==> config.mk <==
export PLATFORM = sky130hd
export DESIGN_NAME = hgc_vram_isa_port
export DESIGN_NICKNAME = d
export VERILOG_FILES = /design/src/rtl/hgc_vram_isa_port.sv
export SDC_FILE = /design/constraint.sdc
export NUM_CORES = 1
export LEC_CHECK = 0
export CORE_MARGIN = 2
export CORE_UTILIZATION = 43
export DETAILED_ROUTE_END_ITERATION = 10
export MAX_ROUTING_LAYER = met4
export PLACE_DENSITY = 0.85
export SKIP_CTS_REPAIR_TIMING = 1
export SKIP_LAST_GASP = 1
export SYNTH_ARGS = -nofsm -noshare
export SYNTH_HDL_FRONTEND = slang
export SYNTH_SLANG_ARGS = --single-unit
==> constraint.sdc <==
create_clock -name clk -period 3.6 [get_ports clk]
set_input_delay 0.72 -clock clk [delete_from_list [all_inputs] [get_ports clk]]
set_output_delay 0.72 -clock clk [all_outputs]
set_load 0.05 [all_outputs]
==> src/rtl/hgc_vram_isa_port.sv <==
// hgc_vram_isa_port
// CPU-facing port of the Hercules video RAM. Decodes ISA memory cycles in
// B0000-B7FFF (and B8000-BFFFF when page 1 is enabled), holds the ISA bus in
// wait states until the sequencer grants a free RAM slot, then performs one
// RAM access. Outside that access the display fetch address passes straight
// through to the RAM.
//
// Build option: define HGC_VRAM_READ_EN to include the CPU read path (read
// strobe synchroniser, read-latency counter, bus_out/bus_dir drivers). Without
// it only writes are decoded and the read-side outputs are held inactive.

module hgc_vram_isa_port #(
    parameter logic [7:0] WAIT_MAX = 8'd31,
    parameter logic [1:0] RD_LAT   = 2'd1
) (
    input  logic        clk,
    input  logic        reset,
    input  logic [19:0] bus_a,
    input  logic [7:0]  bus_d,
    input  logic        bus_memr_l,
    input  logic        bus_memw_l,
    input  logic        bus_aen,
    output logic [7:0]  bus_out,
    output logic        bus_dir,
    output logic        bus_rdy,
    input  logic [1:0]  config_sw,
    input  logic        isa_op_enable,
    input  logic [18:0] pixel_addr,
    input  logic        pixel_read,
    output logic [18:0] ram_a,
    input  logic [7:0]  ram_d,
    output logic [7:0]  ram_dout,
    output logic        ram_we_l
);

    typedef enum logic [1:0] {
        IDLE      = 2'd0,
        WAIT_SLOT = 2'd1,
        ACCESS    = 2'd2,
        HOLD      = 2'd3
    } state_t;

    state_t      state_q, state_d;
    // [0],[1] form the synchroniser; [2] is the previous synced value for edge detect
    logic [2:0]  memw_sync_q, memw_sync_d;
    logic [15:0] addr_q, addr_d;
    logic [7:0]  wait_cnt_q, wait_cnt_d;
    logic        bus_rdy_q, bus_rdy_d;
    logic        ram_we_l_q, ram_we_l_d;
    logic [7:0]  ram_dout_q, ram_dout_d;

    logic        page_hit;
    logic        wr_fall;
    logic        wr_low;
    logic        slot_free;
    logic        wait_expired;
    logic        strobe_high;
    logic [7:0]  wait_cnt_inc;
    logic        unused_ok;

`ifdef HGC_VRAM_READ_EN
    logic [2:0]  memr_sync_q, memr_sync_d;
    logic        is_wr_q, is_wr_d;
    logic [1:0]  rd_cnt_q, rd_cnt_d;
    logic        bus_dir_q, bus_dir_d;
    logic [7:0]  bus_out_q, bus_out_d;
    logic        rd_fall;
    logic        rd_done;
`endif

    // Page 0 is always mapped; page 1 only when the 3BF switch enables it.
    assign page_hit = !bus_aen &&
                      ((bus_a[19:15] == 5'b10110) ||
                       ((bus_a[19:15] == 5'b10111) && config_sw[1]));

    assign wr_fall      = memw_sync_q[2] && !memw_sync_q[1];
    assign wr_low       = !memw_sync_q[1];
    assign slot_free    = isa_op_enable && !pixel_read;
    assign wait_cnt_inc = wait_cnt_q + 8'd1;
    assign wait_expired = (wait_cnt_inc == WAIT_MAX);

`ifdef HGC_VRAM_READ_EN
    assign rd_fall     = memr_sync_q[2] && !memr_sync_q[1];
    assign rd_done     = (rd_cnt_q == (RD_LAT - 2'd1));
    // The cycle ends when the strobe that started it is released.
    assign strobe_high = is_wr_q ? memw_sync_q[1] : memr_sync_q[1];
    assign unused_ok   = config_sw[0];
`else
    assign strobe_high = memw_sync_q[1];
    assign unused_ok   = ^{config_sw[0], bus_memr_l, ram_d, RD_LAT};
`endif

    // Next-state logic for the access FSM, synchronisers and registered bus/RAM outputs.
    always_comb begin
        memw_sync_d = {memw_sync_q[1:0], bus_memw_l};
        state_d     = state_q;
        addr_d      = addr_q;
        wait_cnt_d  = wait_cnt_q;
        bus_rdy_d   = bus_rdy_q;
        ram_we_l_d  = 1'b1;
        ram_dout_d  = ram_dout_q;
`ifdef HGC_VRAM_READ_EN
        memr_sync_d = {memr_sync_q[1:0], bus_memr_l};
        is_wr_d     = is_wr_q;
        rd_cnt_d    = rd_cnt_q;
        bus_dir_d   = bus_dir_q;
        bus_out_d   = bus_out_q;
`endif
        case (state_q)
            IDLE: begin
                // A write edge wins over a read; a read edge seen while the
                // write strobe is also low is ignored.
                if (page_hit && wr_fall) begin
                    state_d    = WAIT_SLOT;
                    addr_d     = bus_a[15:0];
                    ram_dout_d = bus_d;
                    bus_rdy_d  = 1'b0;
                    wait_cnt_d = 8'd0;
`ifdef HGC_VRAM_READ_EN
                    is_wr_d    = 1'b1;
`endif
                end
`ifdef HGC_VRAM_READ_EN
                else if (page_hit && rd_fall && !wr_low) begin
                    state_d    = WAIT_SLOT;
                    addr_d     = bus_a[15:0];
                    bus_rdy_d  = 1'b0;
                    bus_dir_d  = 1'b1;
                    wait_cnt_d = 8'd0;
                    is_wr_d    = 1'b0;
                end
`endif
            end
            WAIT_SLOT: begin
                if (strobe_high) begin
                    // CPU gave up before the RAM was touched: drop the cycle.
                    state_d    = IDLE;
                    bus_rdy_d  = 1'b1;
                    wait_cnt_d = 8'd0;
`ifdef HGC_VRAM_READ_EN
                    bus_dir_d  = 1'b0;
`endif
                end else if (slot_free || wait_expired) begin
                    // Either a free slot or the wait budget ran out (snow is
                    // accepted rather than stalling the ISA bus further).
                    state_d    = ACCESS;
                    wait_cnt_d = 8'd0;
`ifdef HGC_VRAM_READ_EN
                    ram_we_l_d = !is_wr_q;
                    rd_cnt_d   = 2'd0;
`else
                    ram_we_l_d = 1'b0;
`endif
                end else begin
                    wait_cnt_d = wait_cnt_inc;
                end
            end
            ACCESS: begin
`ifdef HGC_VRAM_READ_EN
                if (is_wr_q) begin
                    state_d   = HOLD;
                    bus_rdy_d = 1'b1;
                end else if (rd_done) begin
                    state_d   = HOLD;
                    bus_rdy_d = 1'b1;
                    bus_out_d = ram_d;
                    rd_cnt_d  = 2'd0;
                end else begin
                    rd_cnt_d  = rd_cnt_q + 2'd1;
                end
`else
                state_d   = HOLD;
                bus_rdy_d = 1'b1;
`endif
            end
            HOLD: begin
                if (strobe_high) begin
                    state_d   = IDLE;
`ifdef HGC_VRAM_READ_EN
                    bus_dir_d = 1'b0;
`endif
                end
            end
            default: begin
                state_d = IDLE;
            end
        endcase
    end

    // Control state, synchronisers and registered outputs; reset idles the bus and kills any RAM write at once.
    always_ff @(posedge clk or posedge reset) begin
        if (reset) begin
            state_q     <= IDLE;
            memw_sync_q <= 3'b111;
            wait_cnt_q  <= 8'd0;
            bus_rdy_q   <= 1'b1;
            ram_we_l_q  <= 1'b1;
            ram_dout_q  <= 8'h00;
`ifdef HGC_VRAM_READ_EN
            memr_sync_q <= 3'b111;
            is_wr_q     <= 1'b1;
            rd_cnt_q    <= 2'd0;
            bus_dir_q   <= 1'b0;
            bus_out_q   <= 8'h00;
`endif
        end else begin
            state_q     <= state_d;
            memw_sync_q <= memw_sync_d;
            wait_cnt_q  <= wait_cnt_d;
            bus_rdy_q   <= bus_rdy_d;
            ram_we_l_q  <= ram_we_l_d;
            ram_dout_q  <= ram_dout_d;
`ifdef HGC_VRAM_READ_EN
            memr_sync_q <= memr_sync_d;
            is_wr_q     <= is_wr_d;
            rd_cnt_q    <= rd_cnt_d;
            bus_dir_q   <= bus_dir_d;
            bus_out_q   <= bus_out_d;
`endif
        end
    end

    // Latched CPU address; only meaningful while a cycle is in flight, so it carries no reset.
    always_ff @(posedge clk) begin
        addr_q <= addr_d;
    end

    // The CPU address owns the RAM only during ACCESS; otherwise display fetch passes through.
    assign ram_a    = (state_q == ACCESS) ? {3'b000, addr_q} : pixel_addr;
    assign ram_we_l = ram_we_l_q;
    assign ram_dout = ram_dout_q;
    assign bus_rdy  = bus_rdy_q;

`ifdef HGC_VRAM_READ_EN
    assign bus_dir  = bus_dir_q;
    assign bus_out  = bus_out_q;
`else
    assign bus_dir  = 1'b0;
    assign bus_out  = 8'h00;
`endif

endmodule

# Word level (Yosys, flattened, before mapping)
# Index checks and enable logic that the tools add are counted.
# totals
ram_bits,0
regBits,39
n_memories,0
rom_bits,0
wordCells,51
out_inout_bits,38
latch_bits,0
# classes
bitwise_logic,0
n_lt_le_gt_ge,0
eq_ne,10
n_addsub,1
multipliers,0
n_shift,0
n_mux,16
n_div,0
n_reduce_logical,17
# ops
operator,count
8-bit two-way mux,3
19-bit two-way mux,1
8-bit one-hot mux with 2 select lines,1
5-bit == test (second input constant),2
8-bit by 1-bit adder with 8-bit output (second input constant),1
8-bit by 5-bit == test with 1-bit output (second input constant),1
2-bit two-way mux,4
2-bit one-hot mux with 4 select lines,1
2-bit != test (second input constant),3
3-bit AND reduction,2
1-bit logical AND,5
1-bit two-way mux,5
2-bit == test (second input constant),2
2-bit AND reduction,2
1-bit zero test,3
3-bit != test (second input constant),1
1-bit one-hot mux with 3 select lines,1
3-bit nonzero test,1
2-bit by 1-bit == test with 1-bit output (second input constant),1
2-bit zero test,1
1-bit logical OR,2
2-bit nonzero test,1

# Depth between registers and ports, before layout
# logic_depth
word_depth,7
depth_mapped,8

# Worst setup path after synthesis
# OpenSTA, ideal clock, no wires.
# synth_path
path_kind,reg2out
startpoint,register state_q[0]
endpoint,output ram_a[16]
slack_ns,1.276
t_arrival_ns,1.604
required_time_ns,2.880
stages_incl_launch_ff,5
n_path_buf,1
path_cell_list,dfrtp_1 -> inv_1 -> ha_1 -> clkbuf_1 -> nor2b_1
# synth_via
elab_chain_cells,2
# synth_lines
element,line,source
start: declaration,43,"state_t state_q, state_d;"
start signal: assignment,207,state_q <= state_d;
2-bit == test,229,"assign ram_a = (state_q == ACCESS) ? {3'b000, addr_q} : pixel_addr;"
19-bit two-way mux,229,
end: declaration,30,"output logic [18:0] ram_a,"
# Every way passes these cells.

# Final worst setup path
# layout_path
startpoint,register state_q[0]
endpoint,output ram_a[1]
# The elaborated chain is that of the path after synthesis.

==> flow_summary.ini <==
[clocking]
clockRootBuffer = clkbuf_8
cts_max_path_buffers = 2
htree_levels = 2
path_clk_slew_ns = 0.07
cts_tree = yes
insertion_delay_ns = 0.30
cts_sinks = 39
cts_inserted_buffers = 5

[yosys]
avgSynthCellArea_um2 = 11.0
ys_seq_area_share_pct = 51.5
synth_top_family_by_area = simple AND/OR/NAND/NOR gates
synth_cell_types = 45
yosysWarningCount = 0
ys_top_cells_by_count = nand2_1 (41), dfrtp_1 (18), mux2_2 (17)
synth.most_common_cell = nand2_1
yosysTopAreaCell = edfxtp_1
synth_top_cell_area_share_pct = 23.3
synth_compound_area_share_pct = 7.58
syn_area_um2 = 2060
ys.flop_type = dfrtp_1
synth_area_leaders = edfxtp_1 (23%), dfrtp_1 (22%), mux2_2 (9.3%)
yosys.area_share.simple_pct = 20.1
ys_seq_elements = 39
synth_adder_area_share_pct = 4.24
synth_xor_area_share_pct = 0
synthCells = 188
ys_async_sr_fraction_pct = 59.0
synth_edf_count = 16
synth_mux_area_share_pct = 11.0

[timing]
hold_viol_final = 0
fin_crit_ns = 3.09
finalSetupViolations = 0
tns_ns = 0
fin_crit_sh_pct = 85.8
rsz0062_at_grt = no
max-slew-margin-rel_pct = 43.8
maxSlewViolCount = 0
fmax_mhz = 324
worst_slew_pin_slew_ns = 0.842
skew_ns = 0.0148

[setup_path]
worstSetupPathType = flip-flop to primary output
cp.arrival_ns = 2.37
crit_fanout = 20
path_cells = inv_1, ha_1, buf_4, mux2_2, clkdlybuf4s50_1
critPathSlowestCell = clkdlybuf4s50_1
r2r-start = wait_cnt_q[0]
start_kind = flip-flop
r2r_end = wait_cnt_q[0]
max_stage_delay_ns = 0.74
reg2reg_depth = 7
rrSetupSlack_ns = 1.47
cp.required_ns = 2.88
end_kind = primary output

[power_and_ir_drop]
ir_worst_vdd_uv = 267
power_density_nw_per_um2 = 515
total_power_mw = 1.54
p_leak_nw = 1.26

[drt]
drt-wirelength-per-cell_um = 14.3
drt_iter0_markers = 68
firstDrtPassIters = 4
drt-vias-per-instance = 5.08
ant_nets = 0
vias = 1667
wl_um = 4710
route.detailed.drc = 0

[floorplan]
die-area_um2 = 5370
die_x_um = 73.3
die_h_um = 73.3
pin_count = 102
initial_core_util_pct = 44.3
num_rows = 25
coreArea_um2 = 4660

[cells_and_area]
final_util_pct = 64.2
antennaDiodeCount = 0
layout-drive-gt1-share_pct = 15.0
area_growth_pct = 45.0
layout.cells.non_filler = 328
nNetsFinal = 344

[grt]
antenna_found_initial = 0
grt_pass1_wl_um = 7310
grt_max_degree = 24
grt_usage_pct = 18.3
grt_pass1_vias = 1619
grt_overflow = 0

[outcome]
status = complete, no violations

[worst_hold_path]
worstHoldStart = memw_sync_q[0]
worstHoldEndpoint = memw_sync_q[1]
hp-class = flip-flop to flip-flop
min_path_cells = 0

[place]
port_buffers = 82
dp_hpwl_um = 3580
dp_cells = 320
gp_congestion = 0.774

[job]
max_cap_violations = 0
registers in the layout, summed over array words and instances (netlist names), named ones only:
register and cells:
addr_q 16, bus_rdy 1, memw_sync_q 3, ram_dout 8, ram_we_l 1, state_q 1, wait_cnt_q 8
kinds of logic after synthesis:
group                      count (synthesis)
adders and majority gates                  7
other                                      1
DFF                                       39
AOI/OAI and AO/OA                         20
muxes                                     20
buffers and inverters                     20
and+or+nand+nor                           81
cell type report:
class / instances / area (µm²)
Clock buffer: 6 / 72.6
Clock inverter: 2 / 12.5
Fill cell: 378 / 1670
Timing Repair Buffer: 84 / 836
Inverter: 6 / 22.5
Sequential cell: 39 / 1060
Tap cell: 54 / 67.6
Multi-Input combinational cell: 137 / 918
report_power, final:
part | total, mW | switching [mW] | internal, mW
registers | 0.550 | 0.0412 | 0.508
clock network | 0.292 | 0.156 | 0.135
logic | 0.699 | 0.423 | 0.276
total | 1.54 | 0.620 | 0.920
cell usage in the layout (no fill, tap or decap), drive strengths merged, types with 2 or more instances in the layout:
master,instances
nand3,8
dfstp,5
mux2,18
mux2i,2
a31oi,2
ha,7
edfxtp,16
nor2,5
a21boi,2
nor2b,7
clkbuf,6
inv,5
nor4,3
nand2b,3
clkinv,2
o21ai,3
and3b,2
conb,9
buf,2
clkdlybuf4s50,82
nand4,3
and3,2
dfrtp,18
nand2,41
a21oi,5
worst max-delay path by stage:
stage / from / endpoint / slack, ns
floorplan: state_q[0] / ram_a[16] / 1.28
global placement: pixel_addr[12] / ram_a[12] / 0.77
detailed placement: pixel_addr[1] / ram_a[1] / 0.72
CTS: state_q[0] / ram_a[1] / 0.50
global route: state_q[0] / ram_a[1] / 0.38
finish: state_q[0] / ram_a[1] / 0.51
metal layers:
metal / track usage [%] / up-vias / share of wire, %
met5: - / - / 0
met4: 6.38 / 0 / 2.2
met3: 4.80 / 8 / 5.8
met2: 31.7 / 63 / 54
met1: 20.2 / 788 / 38
li1: - / 808 / -
worst max-delay path, delay by kind of cell, from the launching register on:
family	cells	cell delay [ns]
buffers and inverters	3	1.11
flip-flops	1	0.43
multiplexers	1	0.38
adder cells (fa/ha/maj)	1	0.15
per-stage QoR:
step / hold WS, ns / setup WS [ns] / instance area [µm²]
after floorplan: 0.345 / 1.28 / 2090
after global placement: 0.347 / 0.766 / 2910
after detailed placement: 0.349 / 0.723 / 2910
after CTS: 0.359 / 0.501 / 2990
after global routing: 0.360 / 0.380 / 2990
final: 0.359 / 0.510 / 2990
(Power assumes the default switching activity.)
